**src/rtl/piso_serializer.sv**
```systemverilog
// -----------------------------------------------------------------------------
// piso_serializer
//   Parallel-in / serial-out transmitter. Accepts a WIDTH-bit word over a
//   valid/ready handshake and emits it one bit per clock on sout, LSB-first
//   (feeds a shift-right register's dr input) or MSB-first (feeds a
//   shift-left register's dl input). frame_start / frame_end mark the first
//   and last bit of each word; hold freezes transmission without losing data.
//
// Ports
//   clk          in   1      rising-edge clock
//   rst          in   1      synchronous, active-high reset
//   din          in   WIDTH  parallel word to transmit
//   din_valid    in   1      din holds a word to transmit
//   din_ready    out  1      word can be accepted this cycle
//   msb_first    in   1      0: LSB first, 1: MSB first (sampled at accept)
//   hold         in   1      1: freeze shifter/counter, emit nothing
//   sout         out  1      serial data bit
//   sout_valid   out  1      sout carries a valid bit this cycle
//   frame_start  out  1      high with the first bit of a word
//   frame_end    out  1      high with the last bit of a word
//   busy         out  1      a word is in flight
//
// Timing model
//   Every serial output is a register loaded at the edge that "emits" a bit,
//   so the first bit is visible the cycle after the accept edge and hold,
//   sampled at an edge, affects the bit that would have followed.
//   ST_LAST is the cycle in which the final bit of a word is on sout: the
//   word is still in flight (busy=1) but nothing is left to shift, so a new
//   word may be accepted, giving gap-free back-to-back frames.
// -----------------------------------------------------------------------------
module piso_serializer #(
    parameter int WIDTH = 4
) (
    input  logic             clk,
    input  logic             rst,
    input  logic [WIDTH-1:0] din,
    input  logic             din_valid,
    output logic             din_ready,
    input  logic             msb_first,
    input  logic             hold,
    output logic             sout,
    output logic             sout_valid,
    output logic             frame_start,
    output logic             frame_end,
    output logic             busy
);

    localparam int CW = (WIDTH > 1) ? $clog2(WIDTH) : 1;
    localparam logic [CW-1:0] LAST_IDX = CW'(WIDTH - 1);

    typedef enum logic [1:0] {
        ST_IDLE,   // no word in flight
        ST_SHIFT,  // bits remain to be emitted (possibly held)
        ST_LAST    // final bit of the word is on sout
    } state_t;

    // Registered state
    state_t           r_state;
    logic [WIDTH-1:0] r_shreg;        // bits not yet emitted, next one at the emit end
    logic             r_dir;          // captured msb_first for the word in flight
    logic [CW-1:0]    r_cnt;          // index of the next bit to emit
    logic             r_sout;
    logic             r_sout_valid;
    logic             r_frame_start;
    logic             r_frame_end;

    // Next-state values
    state_t           w_state_next;
    logic [WIDTH-1:0] w_shreg_next;
    logic             w_dir_next;
    logic [CW-1:0]    w_cnt_next;
    logic             w_sout_next;
    logic             w_sout_valid_next;
    logic             w_frame_start_next;
    logic             w_frame_end_next;

    // Working signals
    logic             w_accept;
    logic             w_active;
    logic             w_emit;
    logic             w_bit;
    logic             w_last;
    logic [WIDTH-1:0] w_src_word;
    logic             w_src_dir;
    logic [CW-1:0]    w_src_cnt;

    always_comb begin
        // NOTE: every signal driven here gets a default first so no path
        // leaves it unassigned; otherwise synthesis infers a latch.
        w_state_next       = ST_IDLE;
        w_shreg_next       = '0;
        w_dir_next         = 1'b0;
        w_cnt_next         = '0;
        w_sout_next        = 1'b0;
        w_sout_valid_next  = 1'b0;
        w_frame_start_next = 1'b0;
        w_frame_end_next   = 1'b0;

        // A word is accepted whenever nothing is left to shift (idle or on
        // the last bit); the accepted word replaces the shifter contents.
        w_accept   = din_valid && (r_state != ST_SHIFT);
        w_src_word = w_accept ? din       : r_shreg;
        w_src_dir  = w_accept ? msb_first : r_dir;
        w_src_cnt  = w_accept ? '0        : r_cnt;

        w_active = w_accept || (r_state == ST_SHIFT);
        w_emit   = w_active && !hold;
        w_bit    = w_src_dir ? w_src_word[WIDTH-1] : w_src_word[0];
        w_last   = (w_src_cnt == LAST_IDX);

        if (w_active) begin
            // Held: everything frozen, sout keeps the bit already shown.
            w_state_next = ST_SHIFT;
            w_shreg_next = w_src_word;
            w_dir_next   = w_src_dir;
            w_cnt_next   = w_src_cnt;
            w_sout_next  = r_sout;

            if (w_emit) begin
                // Shift toward the emitted end, zero fill behind.
                w_shreg_next       = w_src_dir ? (w_src_word << 1) : (w_src_word >> 1);
                w_sout_next        = w_bit;
                w_sout_valid_next  = 1'b1;
                w_frame_start_next = (w_src_cnt == '0);
                w_frame_end_next   = w_last;
                if (w_last) begin
                    // Counter parks at WIDTH-1; it is reloaded on accept.
                    w_state_next = ST_LAST;
                end else begin
                    w_cnt_next = w_src_cnt + CW'(1);
                end
            end
        end
    end

    always_ff @(posedge clk) begin
        // NOTE: sequential state uses non-blocking assignments so every
        // register samples pre-edge values regardless of statement order.
        if (rst) begin
            r_state       <= ST_IDLE;
            r_shreg       <= '0;
            r_dir         <= 1'b0;
            r_cnt         <= '0;
            r_sout        <= 1'b0;
            r_sout_valid  <= 1'b0;
            r_frame_start <= 1'b0;
            r_frame_end   <= 1'b0;
        end else begin
            r_state       <= w_state_next;
            r_shreg       <= w_shreg_next;
            r_dir         <= w_dir_next;
            r_cnt         <= w_cnt_next;
            r_sout        <= w_sout_next;
            r_sout_valid  <= w_sout_valid_next;
            r_frame_start <= w_frame_start_next;
            r_frame_end   <= w_frame_end_next;
        end
    end

    // Ready and busy are pure decodes of the state register.
    assign din_ready   = (r_state != ST_SHIFT);
    assign busy        = (r_state != ST_IDLE);
    assign sout        = r_sout;
    assign sout_valid  = r_sout_valid;
    assign frame_start = r_frame_start;
    assign frame_end   = r_frame_end;

endmodule
```
**config.mk**
```make
export PLATFORM = sky130hd
export DESIGN_NAME = piso_serializer
export DESIGN_NICKNAME = d
export VERILOG_FILES = /design/src/rtl/piso_serializer.sv
export SDC_FILE = /design/constraint.sdc
export NUM_CORES = 1
export LEC_CHECK = 0
export CAP_MARGIN = 20
export CORE_MARGIN = 8
export CORE_UTILIZATION = 40
export CTS_BUF_LIST = sky130_fd_sc_hd__clkbuf_2
export CTS_CLUSTER_DIAMETER = 120
export DETAILED_ROUTE_END_ITERATION = 10
export PLACE_DENSITY = 0.69
export SETUP_SLACK_MARGIN = 0.1
export SYNTH_ARGS = -nofsm -noshare
export SYNTH_HDL_FRONTEND = slang
export SYNTH_SLANG_ARGS = --single-unit
```
**constraint.sdc**
```tcl
create_clock -name clk -period 1.2 [get_ports clk]
set_input_delay 0.12 -clock clk [delete_from_list [all_inputs] [get_ports clk]]
set_output_delay 0.12 -clock clk [all_outputs]
set_load 0.01 [all_outputs]
```
# Word level (Yosys, flattened, before mapping)
# Cells that the tools add are included.
[word_totals] out_inout_bits=6 in_bits=9 reg_bits=13 elab_cells=34
[classes] n_bitwise=2 eq_ne=3 n_mux=11 reduce_logical=8 n_addsub=1
[op_table] cell="$mux W4" count=3
[op_table] cell="$mux W2" count=4
[op_table] cell="$mux W1" count=4
[op_table] cell="$reduce_or A3 Y1" count=1
[op_table] cell="$add A2 B1 Y2 const B" count=1
[op_table] cell="$eq A2 B1 Y1 const B" count=1
[op_table] cell="$eq A2 B2 Y1 const B" count=1
[op_table] cell="$logic_and A1 B1 Y1" count=2
[op_table] cell="$logic_not A2 Y1" count=1
[op_table] cell="$ne A2 B1 Y1 const B" count=1
[op_table] cell="$not A1 Y1" count=2
[op_table] cell="$reduce_bool A2 Y1" count=1
[op_table] cell="$reduce_or A2 Y1" count=1
[op_table] cell="$logic_not A1 Y1" count=1
[op_table] cell="$logic_or A1 B1 Y1" count=1

# Depth between registers and ports, before layout
# Gate-level depths: netlist of the first run.
[depth] depth_word=6 ltp_mapped=6 ltp_nobuf=5

# Least setup slack after synthesis of the first run
# OpenSTA, ideal clock, no wires.
[synth_path] path_type="flip-flop to flip-flop" from="reg r_state[1]" to="reg r_shreg[1]" required_time_ps=1126 setup_slack_ps=-26 n_path_buf=1 setup_ps=74 stages_incl_launch_ff=7 arrival_time_ps=1152 synth_period_minus_slack_ps=1226 path_cell_list="dfxtp_1 nor2b_4 inv_2 buf_6 mux2i_4 o211ai_1 a31oi_1"
[synth_via] elab_chain_len=5 word_cells_on_any_way=11 classes_between="2 x eq/ne; 4 x mux; 1 x bitwise; 4 x reduce/logical"
[synth_rtl] element="start, declared" line_no="58" text="state_t r_state;"
[synth_rtl] element="start signal, assigned" line_no="149" text="r_state <= w_state_next;"
[synth_rtl] element="$ne A2 B1 Y1 *"
[synth_rtl] element="via din_ready" line_no="38" text="output logic din_ready,"
[synth_rtl] element="$logic_and A1 B1 Y1 *" line_no="101" text="w_accept = din_valid && (r_state != ST_SHIFT);"
[synth_rtl] element="$mux W4, or another cell as far along" line_no="102" text="w_src_word = w_accept ? din : r_shreg;"
[synth_rtl] element="$mux W4, or another cell as far along" line_no="121" text="w_shreg_next = w_src_dir ? (w_src_word << 1) : (w_src_word >> 1);"
[synth_rtl] element="$mux W4 or $reduce_or A2 Y1 (tied branches)"
[synth_rtl] element="end signal, assigned" line_no="150" text="r_shreg <= w_shreg_next;"
[synth_rtl] element="end, declared" line_no="59" text="logic [WIDTH-1:0] r_shreg;"
# The timed path passes the listed nets; every way through them passes the cells marked *.
# A chain may end at the register's enable or synchronous reset.

# Worst setup path after layout of the first run
[layout_path] from="reg r_state[0]" to="reg r_shreg[2]"
[layout_via] elab_chain_len=5 word_cells_on_any_way=11 classes_between="2 x eq/ne; 4 x mux; 1 x bitwise; 4 x reduce/logical"
[layout_rtl] element="$ne A2 B1 Y1" line_no="101"
[layout_rtl] element="$logic_and A1 B1 Y1" line_no="101"
[layout_rtl] element="$mux W4, or another cell as far along" line_no="102"
[layout_rtl] element="$mux W4, or another cell as far along" line_no="121"
[layout_rtl] element="$mux W4 or $reduce_or A2 Y1 (tied branches)"
# Several ways; a longest one is shown, not always the timed one.

==> results_dict.tcl, run 1 <==
set metrics [dict create \
    port_buffers 14 \
    clk_latency_ns 0.27 \
    grt_use_total_pct 11.0 \
    drt_pass1_iterations 4 \
    postLayoutCellArea_um2 928 \
    place_area_um2 870 \
    max-cap-violations 0 \
    via_per_inst 5.44 \
    report.final.slew_viol_count 0 \
    die_h_um 55.5 \
    ios 15 \
    root_buffer "clkbuf_2" \
    rsz0062_at_grt "yes" \
    yosysWarningCount 0 \
    seq_area_frac_synth_pct 38.5 \
    die_area_mm2 0.00308 \
    rows 14 \
    final_cell_mix "dfxtp_1, buf_4, o211ai_1, clkdlybuf4s50_1" \
    synthCells 73 \
    start_util_pct 41.9 \
    place_ws_ns -0.184 \
    cts.clk_slew.worst_paths_ns 0.13 \
    dp.cells 109 \
    synthesis.area_um2 624 \
    leakagePower_nw 0.366 \
    min_path_type "input port to flop" \
    initialDrtViolationCount 9 \
    ant_nets 0 \
    final_cell_count_no_fill 115 \
    min_period_over_period_pct 111 \
    diodes 0 \
    required_ns 1.36 \
    worst_pin_slew_ns 0.237 \
    cts_tree "yes" \
    cts_max_level 1 \
    violations "setup timing" \
    cts_max_path_buffers 2 \
    dpl.hpwl_mm 1.18 \
    syn_area_per_cell_um2 8.55 \
    wl_per_cell_um 13.9 \
    cp-start-kind "flop" \
    routed_wl_mm 1.59 \
    grt_pass1_vias 594 \
    grt_pass1_wl_mm 2.82 \
    hold_depth 2 \
    die_w_um 55.5 \
    timing.setup.tns_ns -0.380 \
    vias 626 \
    fin_ws_ns -0.134 \
    cts.sinks 12 \
    finalCriticalPeriod_ns 1.33 \
    synth-seq-cells 12 \
    reg2reg_depth 6 \
    setup_violations 6 \
    slew_headroom_pct 84.1 \
    cts_buffers 3 \
    drive_above_1_share_pct 32.3 \
    arrival_ns 1.49 \
    drc 0 \
    path_class "flop to flop" \
    crit_path_end_kind "flop" \
    final_nets 109 \
    outcome "finished with violations" \
    p_per_area_mw_per_mm2 910 \
    core_mm2 0.00149 \
    syn_to_final_growth_pct 48.7 \
    critPathMaxFanout 8 \
    peakVddDrop_v 0.000483 \
    hold_viol 0 \
    synth_nets 82 \
    gp_congestion 0.754 \
    finalPower_mw 0.845 \
    ys_types 26 \
    overflow 0 \
    fillCellCount 137 \
    grt_start_max_net_pins 11 \
    antenna_found_initial 0 \
    fin_skew_ns 0.00454 \
    fmax_mhz 750 \
]
[sequential cells by signal, indices dropped and copies added, names as in the netlist]
register,cells
r_shreg,4
r_cnt,2
r_state,2
frame_start,1
r_dir,1
sout,1
sout_valid,1
[critical path, stage by stage, from the launching register on]
cell	delay [ns]
dfxtp_2	0.35
nor2b_4	0.17
inv_4	0.07
buf_12	0.14
and3_4	0.17
o211ai_1	0.20
a31oi_1	0.12
[area by class of cell]
class	count	area (um^2)	share of cell area, %
Clock buffer	3	15.0	1.62
Clock inverter	1	3.75	0.404
Inverter	2	10.0	1.08
Multi-Input combinational cell	55	390	42.0
Sequential cell	12	245	26.4
Tap cell	16	20.0	2.16
Timing Repair Buffer	26	244	26.3
[per-stage QoR]
stage          hold slack, ns  util, %
2_1_floorplan           0.183        -
3_3_place_gp            0.450     58.4
3_5_place_dp            0.456     58.4
4_1_cts                 0.426     60.0
5_1_grt                 0.450     62.4
6_report                0.448     62.4
[cell families after synthesis]
family                 Yosys count  synth area share [%]
AOI/OAI and AO/OA               27                  28.5
DFF                             12                  38.5
muxes                            1                  3.61
and+or+nand+nor                 27                  24.2
buffers and inverters            6                  5.21
[routing by layer]
| metal | vias up | wire length [um] | track usage (%) |
|---|---|---|---|
| met5 | - | 0 | 0 |
| met4 | 0 | 14 | 4.23 |
| met3 | 2 | 117 | 5.71 |
| met2 | 12 | 743 | 16.3 |
| met1 | 293 | 716 | 13.1 |
| li1 | 319 | - | - |
[power breakdown]
group	internal [mW]	leakage, nW	switching, mW
sequential	0.412	0.0990	0.00693
combinational	0.115	0.253	0.0958
clock	0.0724	0.0140	0.142
total	0.599	0.366	0.245
[cells in the mapped netlist]
library cell	n	area [um^2]
nand2_1	4	15.0
buf_2	2	10.0
inv_2	1	3.75
o21ai_0	6	30.0
clkbuf_1	1	3.75
and3_1	4	25.0
nor2b_4	1	13.8
a21oi_1	3	15.0
o21bai_2	1	11.3
nand3_1	1	5.00
a21boi_0	4	30.0
nor3_1	2	10.0
a211oi_1	1	7.51
nor2_1	5	18.8
o211ai_1	8	60.1
nor2b_1	2	12.5
buf_6	1	11.3
mux2i_4	1	22.5
clkinv_1	1	3.75
or2_2	1	6.26
dfxtp_1	12	240
and2_1	5	31.3
a31oi_1	3	18.8
nand2b_1	1	6.26
nand3b_1	1	7.51
o21ai_1	1	5.00
[worst paths after layout]
check,startpoint,endpoint,slack (ns)
setup / recovery,r_state[0],r_shreg[2],-0.13
hold / removal,rst,r_state[1],0.45
setup reg to reg,r_state[0],r_shreg[2],-0.13
hold reg to reg,sout,sout,0.48
[repair_timing]
action / 4_1_cts / 5_1_grt
hold buffers: 0 / 0
setup endpoints to repair: 12 / 12
gates cloned: 0 / 0
gates resized for setup: 13 / 11
pin swaps: 2 / 5
setup buffers: 1 / 1
Power figures use the tool's default switching activity.
==> run 2: changes to the inputs <==
--- a/config.mk
+++ b/config.mk
@@ -11,7 +11,7 @@
 export CTS_BUF_LIST = sky130_fd_sc_hd__clkbuf_2
 export CTS_CLUSTER_DIAMETER = 120
 export DETAILED_ROUTE_END_ITERATION = 10
-export PLACE_DENSITY = 0.69
+export PLACE_DENSITY = 0.67
 export SETUP_SLACK_MARGIN = 0.1
 export SYNTH_ARGS = -nofsm -noshare
 export SYNTH_HDL_FRONTEND = slang
==> constraint.sdc (replaced) <==
create_clock -name clk -period 1.6 [get_ports clk]
set_input_delay 0.16 -clock clk [delete_from_list [all_inputs] [get_ports clk]]
set_output_delay 0.16 -clock clk [all_outputs]
set_load 0.01 [all_outputs]
==> run 2 against run 1 <==
  * The flow now finishes without violations
  * Sequential share of layout area up 3.3 points
  * Global-route usage down 1.1 points
  * Via count down 2.7%
  * Sequential power down 24%
  * Register-to-register slack better by 0.41 ns
  * Count of clock-buffer cells in the layout unchanged
  * Non-clock buffer count down 7
  * Critical path depth down 3
  * Cell area down 12%
  * Core utilization down 7.7 points
  * Cell count down 7.0%
  * Clock skew about the same
  * Critical path type is now flop to output port
==> results_dict.tcl, run 2 (synthesis gave the netlist of run 1 again) <==
set metrics [dict create \
    rows 14 \
    peakVddDrop_v 0.000464 \
    rr_startpoint "r_state[0]" \
    slowest_delay_ns 0.36 \
    grt_use_total_pct 9.92 \
    critPathMaxFanout 12 \
    r2r_slack_ns 0.28 \
    cts_tree "yes" \
    finalPower_mw 0.583 \
    path_class "flop to output port" \
    grt_pass1_wl_mm 2.57 \
    rsz0062_at_grt "no" \
    final_util_pct 54.6 \
    hold_viol 0 \
    postLayoutCellArea_um2 813 \
    cts_max_path_buffers 2 \
    setup_violations 0 \
    crit_path_end_kind "output port" \
    core_mm2 0.00149 \
    cp-endpoint "din_ready" \
    drt_pass1_iterations 4 \
    final_nets 102 \
    min_path_type "flop to flop" \
    ant_nets 0 \
    critical-path-top-delay-family "buffers and inverters" \
    overflow 0 \
    cts.clk_slew.worst_paths_ns 0.11 \
    start_util_pct 41.9 \
    initialDrtViolationCount 9 \
    slew_headroom_pct 78.5 \
    via_per_inst 5.69 \
    cp-start-kind "flop" \
    syn_to_final_growth_pct 30.3 \
    min_from "sout" \
    fmax_mhz 745 \
    reg.largest.list "r_shreg (4), r_cnt (2), r_state (2)" \
    port_buffers 14 \
    crit_chain "nor2b_4 -> inv_4 -> dlygate4sd2_1" \
    place_area_um2 790 \
    diodes 0 \
    ios 15 \
    leakagePower_nw 0.302 \
    reg2reg_depth 5 \
    path_buf_inv 2 \
    p_per_area_mw_per_mm2 717 \
    clk_latency_ns 0.26 \
    report.final.slew_viol_count 0 \
    critPathSlowestCell "dfxtp_1" \
    cts_max_level 1 \
    root_buffer "clkbuf_2" \
    final_common_cell "clkdlybuf4s50_1" \
    routed_wl_mm 1.51 \
    drc 0 \
    dpl.hpwl_mm 1.15 \
    cts.sinks 12 \
    outcome "finished clean" \
    cts.hold.buffers_added 0 \
    die_w_um 55.5 \
    required_ns 1.44 \
    finalCriticalPeriod_ns 1.34 \
    whs_ns 0.478 \
    fin_skew_ns 0.00448 \
    vias 609 \
    crit_start "r_state[0]" \
    arrival_ns 1.18 \
    grt_pass1_vias 627 \
    regMostFlops "r_shreg" \
    die_h_um 55.5 \
    cts_buffers 3 \
    antenna_found_initial 0 \
    min_period_over_period_pct 83.9 \
    gp_congestion 0.797 \
    final_cell_mix "clkdlybuf4s50_1, dfxtp_1, o211ai_1" \
    drive_above_1_share_pct 15.4 \
    max-cap-violations 0 \
    worst_pin_slew_ns 0.320 \
    worst-path-stages 3 \
    wl_per_cell_um 14.1 \
    grt_start_max_net_pins 13 \
    r2r-end "r_shreg[1]" \
    largest_reg_flops 4 \
    die_area_mm2 0.00308 \
    timing.setup.tns_ns 0 \
]
-- run 2: cell count changes in the layout (fill, tap and decap cells not counted), sizes merged --
cell,change
dlygate4sd2,-2
clkdlybuf4s50,+4
buf,-9
clkinv,-1
-- run 2: metrics by stage --
stage | worst slack [ns] | std cells
2_1_floorplan | 0.374 | 73
3_3_place_gp | 0.190 | 103
3_5_place_dp | 0.169 | 103
4_1_cts | 0.241 | 107
5_1_grt | 0.140 | 107
6_report | 0.257 | 107
-- run 2: how the worst min path moves through the flow --
| stage | endpoint | depth (start not counted) |
|---|---|---|
| 6_report | sout | 2 |
| 5_1_grt | r_state[1] | 2 |
| 4_1_cts | r_state[1] | 2 |
| 3_5_place_dp | sout | 2 |
| 3_3_place_gp | sout | 2 |
| 2_1_floorplan | r_state[1] | 1 |
-- run 2: final cells by class --
class	instances	area, um^2
Inverter	2	10.0
Clock buffer	3	15.0
Fill cell	141	676
Timing Repair Buffer	19	175
Sequential cell	12	241
Tap cell	16	20.0
Multi-Input combinational cell	55	352
-- run 2: layer usage --
metal	share of wire, %	GRT usage, %	vias to the layer above
li1	-	-	301
met1	46	11.7	286
met2	47	15.2	15
met3	5.2	2.74	7
met4	2.3	6.34	0
met5	0	0	-
-- run 2: report_power, final --
| group | leakage, nW | switching, mW | internal, mW |
|---|---|---|---|
| clock | 0.0125 | 0.0935 | 0.0511 |
| sequential | 0.0985 | 0.00652 | 0.310 |
| combinational | 0.191 | 0.0595 | 0.0625 |
-- run 2: worst register-to-register path, delay by kind of cell, from the launching register on --
kind	cells	cell delay, ns
compound gates	3	0.62
flops	1	0.33
buf+inv	1	0.16
simple gates	1	0.14
-- run 2: what timing repair did --
| item | CTS | global route |
|---|---|---|
| resized for setup | 4 | 0 |
| setup buffers | 1 | 0 |
| endpoints found under the setup margin | 2 | 0 |
